<file path="src/rtl/depacketer_pkg.sv">
// Framing constants and shared types for the packeter/depacketer byte-stream link.
package depacketer_pkg;

    localparam logic [7:0] PACKET_MAGIC   = 8'hFE;
    localparam logic [7:0] PACKET_ESCAPED = 8'hFE;
    localparam logic [7:0] PACKET_SAMPLE  = 8'h01;
    localparam logic [7:0] PACKET_PPS     = 8'h02;
    localparam logic [7:0] PACKET_RESP    = 8'h03;
    localparam logic [7:0] PACKET_END     = 8'h88;

    localparam logic [1:0] SRC_NONE   = 2'd0;
    localparam logic [1:0] SRC_SAMPLE = 2'd1;
    localparam logic [1:0] SRC_PPS    = 2'd2;
    localparam logic [1:0] SRC_RESP   = 2'd3;

    localparam int DEFAULT_SAMPLE_SIZE = 513;
    localparam int DEFAULT_PPS_SIZE    = 4;
    localparam int DEFAULT_RESP_SIZE   = 1;
    localparam int CNT_W               = 10;

    typedef enum logic [1:0] {
        S_HUNT,
        S_TYPE,
        S_DATA,
        S_ESCAPE
    } state_t;

    // Type bytes 01/02/03 map directly onto the 2-bit source code.
    function automatic logic is_header(input logic [7:0] b);
        return (b == PACKET_SAMPLE) || (b == PACKET_PPS) || (b == PACKET_RESP);
    endfunction

endpackage

</file>
<file path="src/rtl/depacketer.sv">
// Framed-stream receiver: hunts magic, decodes type, strips FE escape doubling and
// demuxes payload bytes to sample/PPS/response strobes, counting framing errors.
module depacketer
    import depacketer_pkg::*;
#(
    parameter int SAMPLE_PACKET_SIZE = DEFAULT_SAMPLE_SIZE,
    parameter int PPS_PACKET_SIZE    = DEFAULT_PPS_SIZE,
    parameter int RESP_PACKET_SIZE   = DEFAULT_RESP_SIZE
) (
    input  logic        clk,
    input  logic        nreset,
    input  logic        in_valid,
    input  logic [7:0]  in_data,
    output logic        sample_valid,
    output logic [7:0]  sample_data,
    output logic        pps_valid,
    output logic [7:0]  pps_data,
    output logic        resp_valid,
    output logic [7:0]  resp_data,
    output logic        pkt_done,
    output logic [1:0]  pkt_type,
    output logic        err,
    output logic [15:0] err_count
);

    state_t           state, state_n;
    logic [CNT_W-1:0] cnt, cnt_n, hdr_cnt;
    logic [1:0]       dest, dest_n;
    logic             emit, done, ferr;

    always_comb begin
        case (in_data[1:0])
            SRC_SAMPLE: hdr_cnt = CNT_W'(SAMPLE_PACKET_SIZE);
            SRC_PPS:    hdr_cnt = CNT_W'(PPS_PACKET_SIZE);
            default:    hdr_cnt = CNT_W'(RESP_PACKET_SIZE);
        endcase
    end

    always_comb begin
        state_n = state;
        cnt_n   = cnt;
        dest_n  = dest;
        emit    = 1'b0;
        done    = 1'b0;
        ferr    = 1'b0;
        if (in_valid) begin
            case (state)
                S_HUNT: begin
                    if (in_data == PACKET_MAGIC) state_n = S_TYPE;
                end
                S_TYPE: begin
                    if (is_header(in_data)) begin
                        cnt_n   = hdr_cnt;
                        dest_n  = in_data[1:0];
                        state_n = S_DATA;
                    end else begin
                        // A bare FE here is the tail of an escaped pair seen while unsynced.
                        ferr    = (in_data != PACKET_MAGIC);
                        state_n = S_HUNT;
                    end
                end
                S_DATA: begin
                    if (in_data == PACKET_MAGIC) begin
                        state_n = S_ESCAPE;
                    end else begin
                        emit  = 1'b1;
                        cnt_n = cnt - 1'b1;
                        if (cnt == CNT_W'(1)) begin
                            done    = 1'b1;
                            state_n = S_HUNT;
                        end
                    end
                end
                S_ESCAPE: begin
                    if (in_data == PACKET_ESCAPED) begin
                        emit    = 1'b1;
                        cnt_n   = cnt - 1'b1;
                        done    = (cnt == CNT_W'(1));
                        state_n = done ? S_HUNT : S_DATA;
                    end else if (is_header(in_data)) begin
                        // Truncated packet: the FE was really a new magic, take its header now.
                        ferr    = 1'b1;
                        cnt_n   = hdr_cnt;
                        dest_n  = in_data[1:0];
                        state_n = S_DATA;
                    end else begin
                        ferr    = 1'b1;
                        state_n = S_HUNT;
                    end
                end
                default: state_n = S_HUNT;
            endcase
        end
    end

    always_ff @(posedge clk) begin
        if (!nreset) begin
            state        <= S_HUNT;
            cnt          <= '0;
            dest         <= SRC_NONE;
            sample_valid <= 1'b0;
            sample_data  <= '0;
            pps_valid    <= 1'b0;
            pps_data     <= '0;
            resp_valid   <= 1'b0;
            resp_data    <= '0;
            pkt_done     <= 1'b0;
            pkt_type     <= '0;
            err          <= 1'b0;
            err_count    <= '0;
        end else begin
            state        <= state_n;
            cnt          <= cnt_n;
            dest         <= dest_n;
            sample_valid <= emit && (dest == SRC_SAMPLE);
            pps_valid    <= emit && (dest == SRC_PPS);
            resp_valid   <= emit && (dest == SRC_RESP);
            if (emit && dest == SRC_SAMPLE) sample_data <= in_data;
            if (emit && dest == SRC_PPS)    pps_data    <= in_data;
            if (emit && dest == SRC_RESP)   resp_data   <= in_data;
            pkt_done     <= done;
            if (done) pkt_type <= dest;
            err          <= ferr;
            if (ferr && err_count != 16'hFFFF) err_count <= err_count + 16'd1;
        end
    end

endmodule
</file>
<file path="config.mk">
export PLATFORM = sky130hd
export DESIGN_NAME = depacketer
export DESIGN_NICKNAME = d
export VERILOG_FILES = /design/src/rtl/depacketer_pkg.sv /design/src/rtl/depacketer.sv
export SDC_FILE = /design/constraint.sdc
export NUM_CORES = 1
export LEC_CHECK = 0
export ABC_AREA = 1
export CAP_MARGIN = 15
export CORE_MARGIN = 2
export CORE_UTILIZATION = 30
export DETAILED_ROUTE_END_ITERATION = 8
export HOLD_SLACK_MARGIN = 0.02
export PLACE_DENSITY = 0.62
export SYNTH_ARGS = -nofsm -noshare
export SYNTH_HDL_FRONTEND = slang
export SYNTH_SLANG_ARGS = --single-unit
</file>
<file path="constraint.sdc">
create_clock -name clk -period 2.51 [get_ports clk]
set_input_delay 0.502 -clock clk [delete_from_list [all_inputs] [get_ports clk]]
set_output_delay 0.502 -clock clk [all_outputs]
set_load 0.1 [all_outputs]
</file>
Word level (Yosys, flattened, before mapping)
Index checks and enable logic that the tools add are counted.
- multiplexer cells: 27
- eq/ne operators: 19
- reductions and logical operators: 12
- add/sub/neg operators: 2
- operator list (kind ; number):
    $mux 10 ; 3
    $pmux 10 s3 ; 1
    $pmux 10 s2 ; 1
    $add 16x1->16 const B ; 1
    $eq 8x2->1 const B ; 2
    $mux 2 ; 8
    $ne 16x16->1 const B ; 1
    $eq 10x1->1 const B ; 1
    $eq 2x2->1 const B ; 5
    $sub 10x1->10 const B ; 1
    $mux 1 ; 9
    $reduce_and 3->1 ; 3
    $eq 8x1->1 const B ; 1
    $eq 8x8->1 const B ; 1
    $ne 8x8->1 const B ; 1
    $pmux 2 s4 ; 1
    $eq 2x1->1 const B ; 3
    $ne 2x2->1 const B ; 3
    $pmux 1 s2 ; 3
    $logic_and 1x1->1 ; 4
    $pmux 2 s2 ; 1
    $ne 3x3->1 const B ; 1
    $reduce_bool 3->1 ; 1
    $logic_not 2->1 ; 1
    2 further kinds ; 3
- input bits: 11
- output and inout bits: 47
- register bits: 61

Depth between registers and ports, before layout
Gate-level depths: netlist (run 1).
- depth in word-level cells: 7
- gate-level depth with buffers: 11
- mapped depth without buffers: 11

Least setup slack after synthesis (run 1)
No wires, ideal clock.
- path kind: reg2reg
- start: reg err_count[0]
- end: reg err_count[6]
- slack: 0.087 ns
- required time: 2.371 ns
- arrival: 2.284 ns
- cell stages (with the launch flop): 10
- clock period less this slack: 2.423 ns
- cells stage by stage: dfxtp_1 -> ha_1 -> nand2_1 -> nor3_4 -> nand3_2 -> inv_1 -> nor2_4 -> buf_4 -> nand2_1 -> a21oi_2
- longest elaborated chain between the ends: 2
- elaborated cells between the ends (all ways): 3
- RTL lines (what ; line ; RTL):
    start: declaration ; depacketer.sv:23 ; output logic [15:0] err_count
    start signal: assignment ; depacketer.sv:124 ; if (ferr && err_count != 16'hFFFF) err_count <= err_count + 16'd1;
    branches (longest 2 deep; another with $add 16x1->16) ; - ;
Parallel ways; which one is timed is not known.
A chain may end at the register's enable or synchronous reset.

Worst setup path after layout (run 1)
- start: in in_data[0]
- end: reg pps_data[0]
- longest elaborated chain between the ends: 5
- elaborated cells between the ends (all ways): 6
- RTL lines (what ; line ; RTL):
    start: declaration ; depacketer.sv:13 ; input logic [7:0] in_data,
    $eq 8x8->1 ; depacketer.sv:63, depacketer.sv:75 ;
    $mux 1 (on tied branches) ; depacketer.sv:75, depacketer.sv:63 ;
    $pmux 1 s2 ; depacketer.sv:47 ; case (state)
    $mux 1 ; depacketer.sv:46 ; if (in_valid) begin
    $logic_and 1x1->1 ; depacketer.sv:119 ; if (emit && dest == SRC_PPS) pps_data <= in_data;
    end signal: assignment ; depacketer.sv:119 ;
    end: declaration ; depacketer.sv:17 ; output logic [7:0] pps_data,
Parallel ways exist; a longest one is shown, timed or not.

==> parameters.txt, run 1 <==
Parameter                              Value

Floorplan
  Top-level I/O count    58
  Width of the die    107 um
  Placeable Area    slightly above 10000 um2
  Number of placement rows    37
  Die area    about 11000 um2
  Initial Util    between 30 and 40%
  Die Ht    roughly 110 um

Outcome
  Result of the run    finished clean

Finish
  Commonest non-fill, non-tap cell in the layout    nand2_1
  Cell area after layout    around 4000 um2
  End-of-flow core utilization    a little under two fifths
  Filler Cells Inserted    around 1100
  Final instance count without filler cells    649
  Share of layout cells above drive strength 1    19.7%
  Fin nets    ~520
  Commonest non-fill, non-tap cells in the layout    132 x nand2_1, 61 x dfxtp_1, 53 x nand3_1
  Antenna Diode Count    0
  Area delta synth->final    24.0%

Power
  Comb pwr share    under 10%
  Sequential cell fraction of total power    a little under half
  Internal Power    between 1.5 and 2 mW
  LEAKAGE    about 1.6 nW
  Maximum vdd drop    about 0.21 mV
  Total net switching power    about 480 uW
  Share of total power in the clock network    around 49%
  Switching share of power    roughly a quarter
  Final total power    ~2.0 mW
  Power Density    517 nW/um2

Timing
  Setup tns final    0 ns
  Max-slew headroom at the worst pin    between 70 and 80%
  Period minus WS final    approximately 2 ns
  Fmax    between 500 and 600 MHz
  Final clock period utilization by the worst path    78.5%
  Hold slack final    0.459 ns
  Number of hold-slack violations in the final timing report    0
  Final setup fails    0
  Pins Over Slew Limit    0
  Fin Clk Skew    roughly 0.0056 ns
  Setup repair after global routing missed its margin    false
  Actual slew at the worst max-slew pin    around 0.45 ns
  Final WS setup    0.540 ns

Clock tree
  CTS H-Tree Depth    3
  Number of clock sinks seen by CTS    61
  Hold-fix buffers, CTS    0
  Clock slew at the register clock pins of the worst setup and hold paths    0.08 ns
  Number of gates resized after CTS    0
  Number of setup buffers added after CTS    0
  CTS buffer count    9
  Buffers from clock root to sink, at most    2
  Clock insertion delay at the later pin of the skew report    between 0.3 and 0.4 ns
  Root buf cell    clkbuf_8
  Clock tree from TritonCTS    built

Worst setup path
  Critical R2R Launch    err_count[0]$_SDFFE_PN0P_
  Critical path startpoint category    input port
  Signal arrival time at the worst endpoint    between 2 and 2.5 ns
  Largest fanout on the critical path    27
  Worst R2R Setup Slack    around 0.69 ns
  CP Class    in2reg
  Required time of the critical path    roughly 2.8 ns
  Worst reg2reg path endpoint    err_count[6]$_SDFFE_PN0P_
  R2R cell count    7
  Worst setup EP type    flip-flop

Min path
  Hold worst-path end    cnt[9]$_SDFFE_PN0P_
  Hold/Removal Path Class    reg2reg
  Min-delay src    cnt[9]$_SDFFE_PN0P_
  Worst hold path cell count    2

Synthesis
  Number of synthesis warnings    0
  Synthesized netlist cell count    448
  Seq/Total Area, Yosys    38.5%
  Number of nets produced by synthesis    ~460
  Biggest area contributors in the synthesized netlist    dfxtp_1 38%, nand2_1 16%, nand3_1 8.4%
  Number of synthesized register bits    61
  Cell area after synthesis    3180 um2
  Top-area cell type share of the netlist area    38.5%
  Synthesized area divided by synthesized cell count    7.09 um2
  Synth unique cells    31
  Most area-hungry cell type in the Yosys netlist    dfxtp_1

Placement
  Dpl hpwl    a little under 6000 um
  Placer Congestion    around 0.85
  # placed instances    633
  Total cell area at the placement stage    between 3000 and 4000 um2
  Number of buffer cells added on primary ports    57
  Worst Setup Slack post-DPL    approximately 0.15 ns

Global route
  Wire length of the first global-routing pass    13300 um
  Number of antenna violations at the first check in global routing    0
  Overall Global Routing Usage    roughly 15%
  Met3 Resource Use GR    about 2.6%
  Via count of the first global-routing pass    ~2900
  Pin count of the biggest net entering global routing    53
  GRT Residual Overflow    0
  Met1 Use GR    about a fifth
  Global-route track usage on met2    a little under a quarter
  Global routing's busiest layer    met2

Route
  Via Count    between 2000 and 3000
  DRC marker count from the first detailed-route iteration    210
  Pre-antenna DRT Iters    6
  Post-route ant nets    0
  Aggregate routed wire length    approximately 8000 um
  DRC violation count after routing    0
  Wirelength per Cell    ~12 um
  Number of vias per cell    4.61

Flow run
  Total of max-cap violations    0
==> how the worst max path moves through the flow <==
stage                           endpoint                       from  cells after the start
2_1_floorplan  err_count[6]$_SDFFE_PN0P_  err_count[0]$_SDFFE_PN0P_                      9
5_1_grt         pps_data[7]$_SDFFE_PN0P_                 in_data[0]                     12
3_3_place_gp    pps_data[0]$_SDFFE_PN0P_                 in_data[0]                     12
4_1_cts         pps_data[6]$_SDFFE_PN0P_                 in_data[0]                     12
3_5_place_dp    pps_data[0]$_SDFFE_PN0P_                 in_data[0]                     12
6_report        pps_data[0]$_SDFFE_PN0P_                 in_data[0]                     12
==> sequential cells by signal (all words and copies together), names as in the netlist <==
signal	cells
cnt	10
dest	2
err	1
err_count	16
pkt_done	1
pkt_type	2
pps_data	8
pps_valid	1
resp_data	8
resp_valid	1
sample_data	8
sample_valid	1
state	2
==> area by class of cell <==
type,count,area (um2),share of cell area [%]
clock inverter,7,97.6,2.48
timing repair buffer,62,503,12.8
multi-input combinational,334,1660,42.2
sequential,61,1220,31.0
clock buffer,9,124,3.15
inverter,40,158,4.01
tap,136,170,4.32
==> synth_stat cells <==
cell type	number
nand2_2	6
a21oi_2	10
nor2_1	39
nand3_2	4
o21a_1	1
nand4_1	12
nor2_2	2
buf_4	1
inv_8	1
buf_2	1
buf_6	3
a21oi_1	43
clkbuf_8	2
inv_2	1
dlygate4sd1_1	1
nor3_1	5
nor3_4	1
nand2_1	132
nand2_4	3
clkbuf_1	3
clkinv_1	1
nor2_4	4
or2_2	1
o21ai_0	4
buf_12	2
dfxtp_1	61
xnor2_1	3
xor2_1	8
ha_1	3
inv_1	37
nand3_1	53
==> cells by family (layout without fill, tap and decap cells) <==
kind of cell	after synthesis	count (layout)	synth area share (%)
simple gates	262	262	37.7
compound gates	58	58	10.4
xor+xnor	11	11	3.03
buf+inv	53	118	9.18
fa+ha+maj	3	3	1.18
flops	61	61	38.5
==> power groups by stage <==
stage / registers [mW] / clock network, mW / logic [mW]
3_5_place_dp: 0.990 / 0 / 0.0708
6_report: 0.967 / 0.995 / 0.0704
5_1_grt: 0.967 / 1.05 / 0.0767
4_1_cts: 0.967 / 1.01 / 0.0710
3_3_place_gp: 0.990 / 0 / 0.0699
2_1_floorplan: 0.991 / 0 / 0.0357
==> routing by layer <==
metal	up-vias	share of wire [%]
met4	0	2.0
met3	12	3.6
met5	-	0
li1	1570	-
met1	1361	49
met2	51	46
==> worst max-delay path: stages <==
cell	delay, ns
clkdlybuf4s50_1	0.52
inv_1	0.15
nand2_2	0.09
nor2_4	0.16
nand2_2	0.10
nand2_1	0.11
nand2_2	0.07
nand2_4	0.10
inv_8	0.09
nand2_2	0.16
nand2_1	0.08
a21oi_1	0.13
Note: power is estimated with default switching activity, not from simulation.
==> run 2: changes to the inputs <==
clock period = 2.1 ns   (was 2.51 ns; I/O delays follow)
==> parameters.txt, run 2 (synthesis results as in run 1) <==
Parameter                              Value

Worst setup path
  Cell type of the slowest stage on the worst timing path    clkdlybuf4s50_1
  Maximum cell stage delay along the critical path    0.52 ns
  Startpoint of the most critical setup path    in_data[5]
  Critical R2R Launch    err_count[0]$_SDFFE_PN0P_
  Last element of the critical path    pps_data[2]$_SDFFE_PN0P_
  Critical path startpoint category    input port
  Worst R2R Setup Slack    0.33 ns
  Sequence of cells on the critical path    clkdlybuf4s50_1 > nand2_1 > nor2_4 > nand2_2 > nand2_1 > nand2_2 > nand2_4 > inv_8 > nand2_2 > nand2_1 > a21oi_1
  Worst setup EP type    flip-flop
  Signal arrival time at the worst endpoint    ~2.1 ns
  Required time of the critical path    approximately 2.4 ns
  R2R cell count    8
  CP Class    in2reg
  Largest fanout on the critical path    27
  Worst reg2reg path endpoint    err_count[7]$_SDFFE_PN0P_

Outcome
  Result of the run    finished clean

Floorplan
  Die Ht    107 um
  Die area    roughly 11000 um2
  Placeable Area    just over 10000 um2
  Width of the die    107 um
  Initial Util    a little under a third
  Number of placement rows    37
  Top-level I/O count    58

Global route
  Number of antenna violations at the first check in global routing    0
  Wire length of the first global-routing pass    13700 um
  Via count of the first global-routing pass    2889
  Pin count of the biggest net entering global routing    34
  Overall Global Routing Usage    around 15%
  GRT Residual Overflow    0

Finish
  Antenna Diode Count    0
  End-of-flow core utilization    40.0%
  Area occupied by registers    1230 um2
  Filler Cells Inserted    1075
  Regs by FF count    err_count (16), cnt (10)
  Fin nets    ~540
  Max FFs per register    16
  Area delta synth->final    30.1%
  Commonest non-fill, non-tap cells in the layout    132 x nand2_1, 71 x buf_4, 53 x nand3_1
  Final instance count without filler cells    670
  Reg with most FFs    err_count
  Cell area after layout    approximately 4100 um2
  Area taken by multi-input logic gates    1660 um2
  Share of layout cells above drive strength 1    between 20% and 30%
  Commonest non-fill, non-tap cell in the layout    nand2_1

Placement
  Total cell area at the placement stage    around 4000 um2
  Placer Congestion    0.890
  Worst Setup Slack post-DPL    -0.00828 ns
  Dpl hpwl    between 6000 and 7000 um
  # placed instances    around 650
  Number of buffer cells added on primary ports    57

Power
  LEAKAGE    between 1.5 and 2 nW
  Final total power    approximately 2.5 mW
  Power Density    between 500 and 600 nW/um2
  Maximum vdd drop    between 0.3 and 0.4 mV

Clock tree
  CTS H-Tree Depth    3
  Buffers from clock root to sink, at most    2
  CTS buffer count    9
  Number of clock sinks seen by CTS    between 60 and 70
  Clock tree from TritonCTS    built
  Clock insertion delay at the later pin of the skew report    0.33 ns
  Root buf cell    clkbuf_8
  Number of setup buffers added after CTS    0
  Hold-fix buffers, CTS    0
  Clock slew at the register clock pins of the worst setup and hold paths    ~0.07 ns
  Number of gates resized after CTS    0

Timing
  Fin Clk Skew    ~0.0067 ns
  Period minus WS final    approximately 1.8 ns
  Setup repair after global routing missed its margin    false
  Number of hold-slack violations in the final timing report    0
  Max-slew headroom at the worst pin    69.7%
  Final clock period utilization by the worst path    a little under nine tenths
  Pins Over Slew Limit    0
  Setup tns final    0 ns
  Actual slew at the worst max-slew pin    0.451 ns
  Fmax    about 560 MHz
  Final WS setup    ~0.3 ns
  Final setup fails    0
  Hold slack final    between 0.4 and 0.5 ns

Route
  DRC violation count after routing    0
  Via Count    about 3100
  DRC marker count from the first detailed-route iteration    about 150
  Wirelength per Cell    around 12 um
  Pre-antenna DRT Iters    4
  Number of vias per cell    4.61
  Post-route ant nets    0
  Aggregate routed wire length    8190 um

Flow run
  Total of max-cap violations    0

Min path
  Hold/Removal Path Class    reg2reg
==> run 2: cell types whose count changed in the layout (fill, tap and decap cells not counted), sizes merged <==
cell	change
buf	+21
clkbuf	+2
clkinv	+1
clkinvlp	-2
inv	-1
==> run 2: worst max-delay path, delay by kind of cell <==
kind	cells	cell delay (ns)
buf+inv	2	0.60
compound gates	1	0.12
simple gates	8	0.92
==> run 2: where the power goes <==
group | total [mW] | switching [mW] | internal [mW]
clock network | 1.22 | 0.488 | 0.735
registers | 1.16 | 0.000446 | 1.16
logic | 0.0977 | 0.0573 | 0.0404
==> run 2: metal layers <==
layer	wire length, um	GRT usage [%]	vias up
met1	3930	19.6	1402
li1	-	-	1626
met3	330	3.89	9
met4	74	4.55	0
met2	3850	23.7	55
met5	0	0	-
==> run 2: final cells by class <==
| class | count | area share [%] |
|---|---|---|
| multi-input combinational | 334 | 40.3 |
| clock inverter | 5 | 2.00 |
| timing repair buffer | 83 | 16.3 |
| inverter | 40 | 3.82 |
| clock buffer | 11 | 3.67 |
| tap | 136 | 4.12 |
| sequential | 61 | 29.8 |
==> run 2: worst min path at each step <==
| stage | startpoint | to | cells past startpoint |
|---|---|---|---|
| after floorplan | cnt[9]$_SDFFE_PN0P_ | cnt[9]$_SDFFE_PN0P_ | 2 |
| after global placement | cnt[6]$_SDFFE_PN0P_ | cnt[6]$_SDFFE_PN0P_ | 2 |
| after detailed placement | sample_data[6]$_SDFFE_PN0P_ | sample_data[6]$_SDFFE_PN0P_ | 2 |
| after CTS | sample_data[6]$_SDFFE_PN0P_ | sample_data[6]$_SDFFE_PN0P_ | 2 |
| after global routing | pps_data[1]$_SDFFE_PN0P_ | pps_data[1]$_SDFFE_PN0P_ | 2 |
| final | sample_data[4]$_SDFFE_PN0P_ | sample_data[4]$_SDFFE_PN0P_ | 2 |
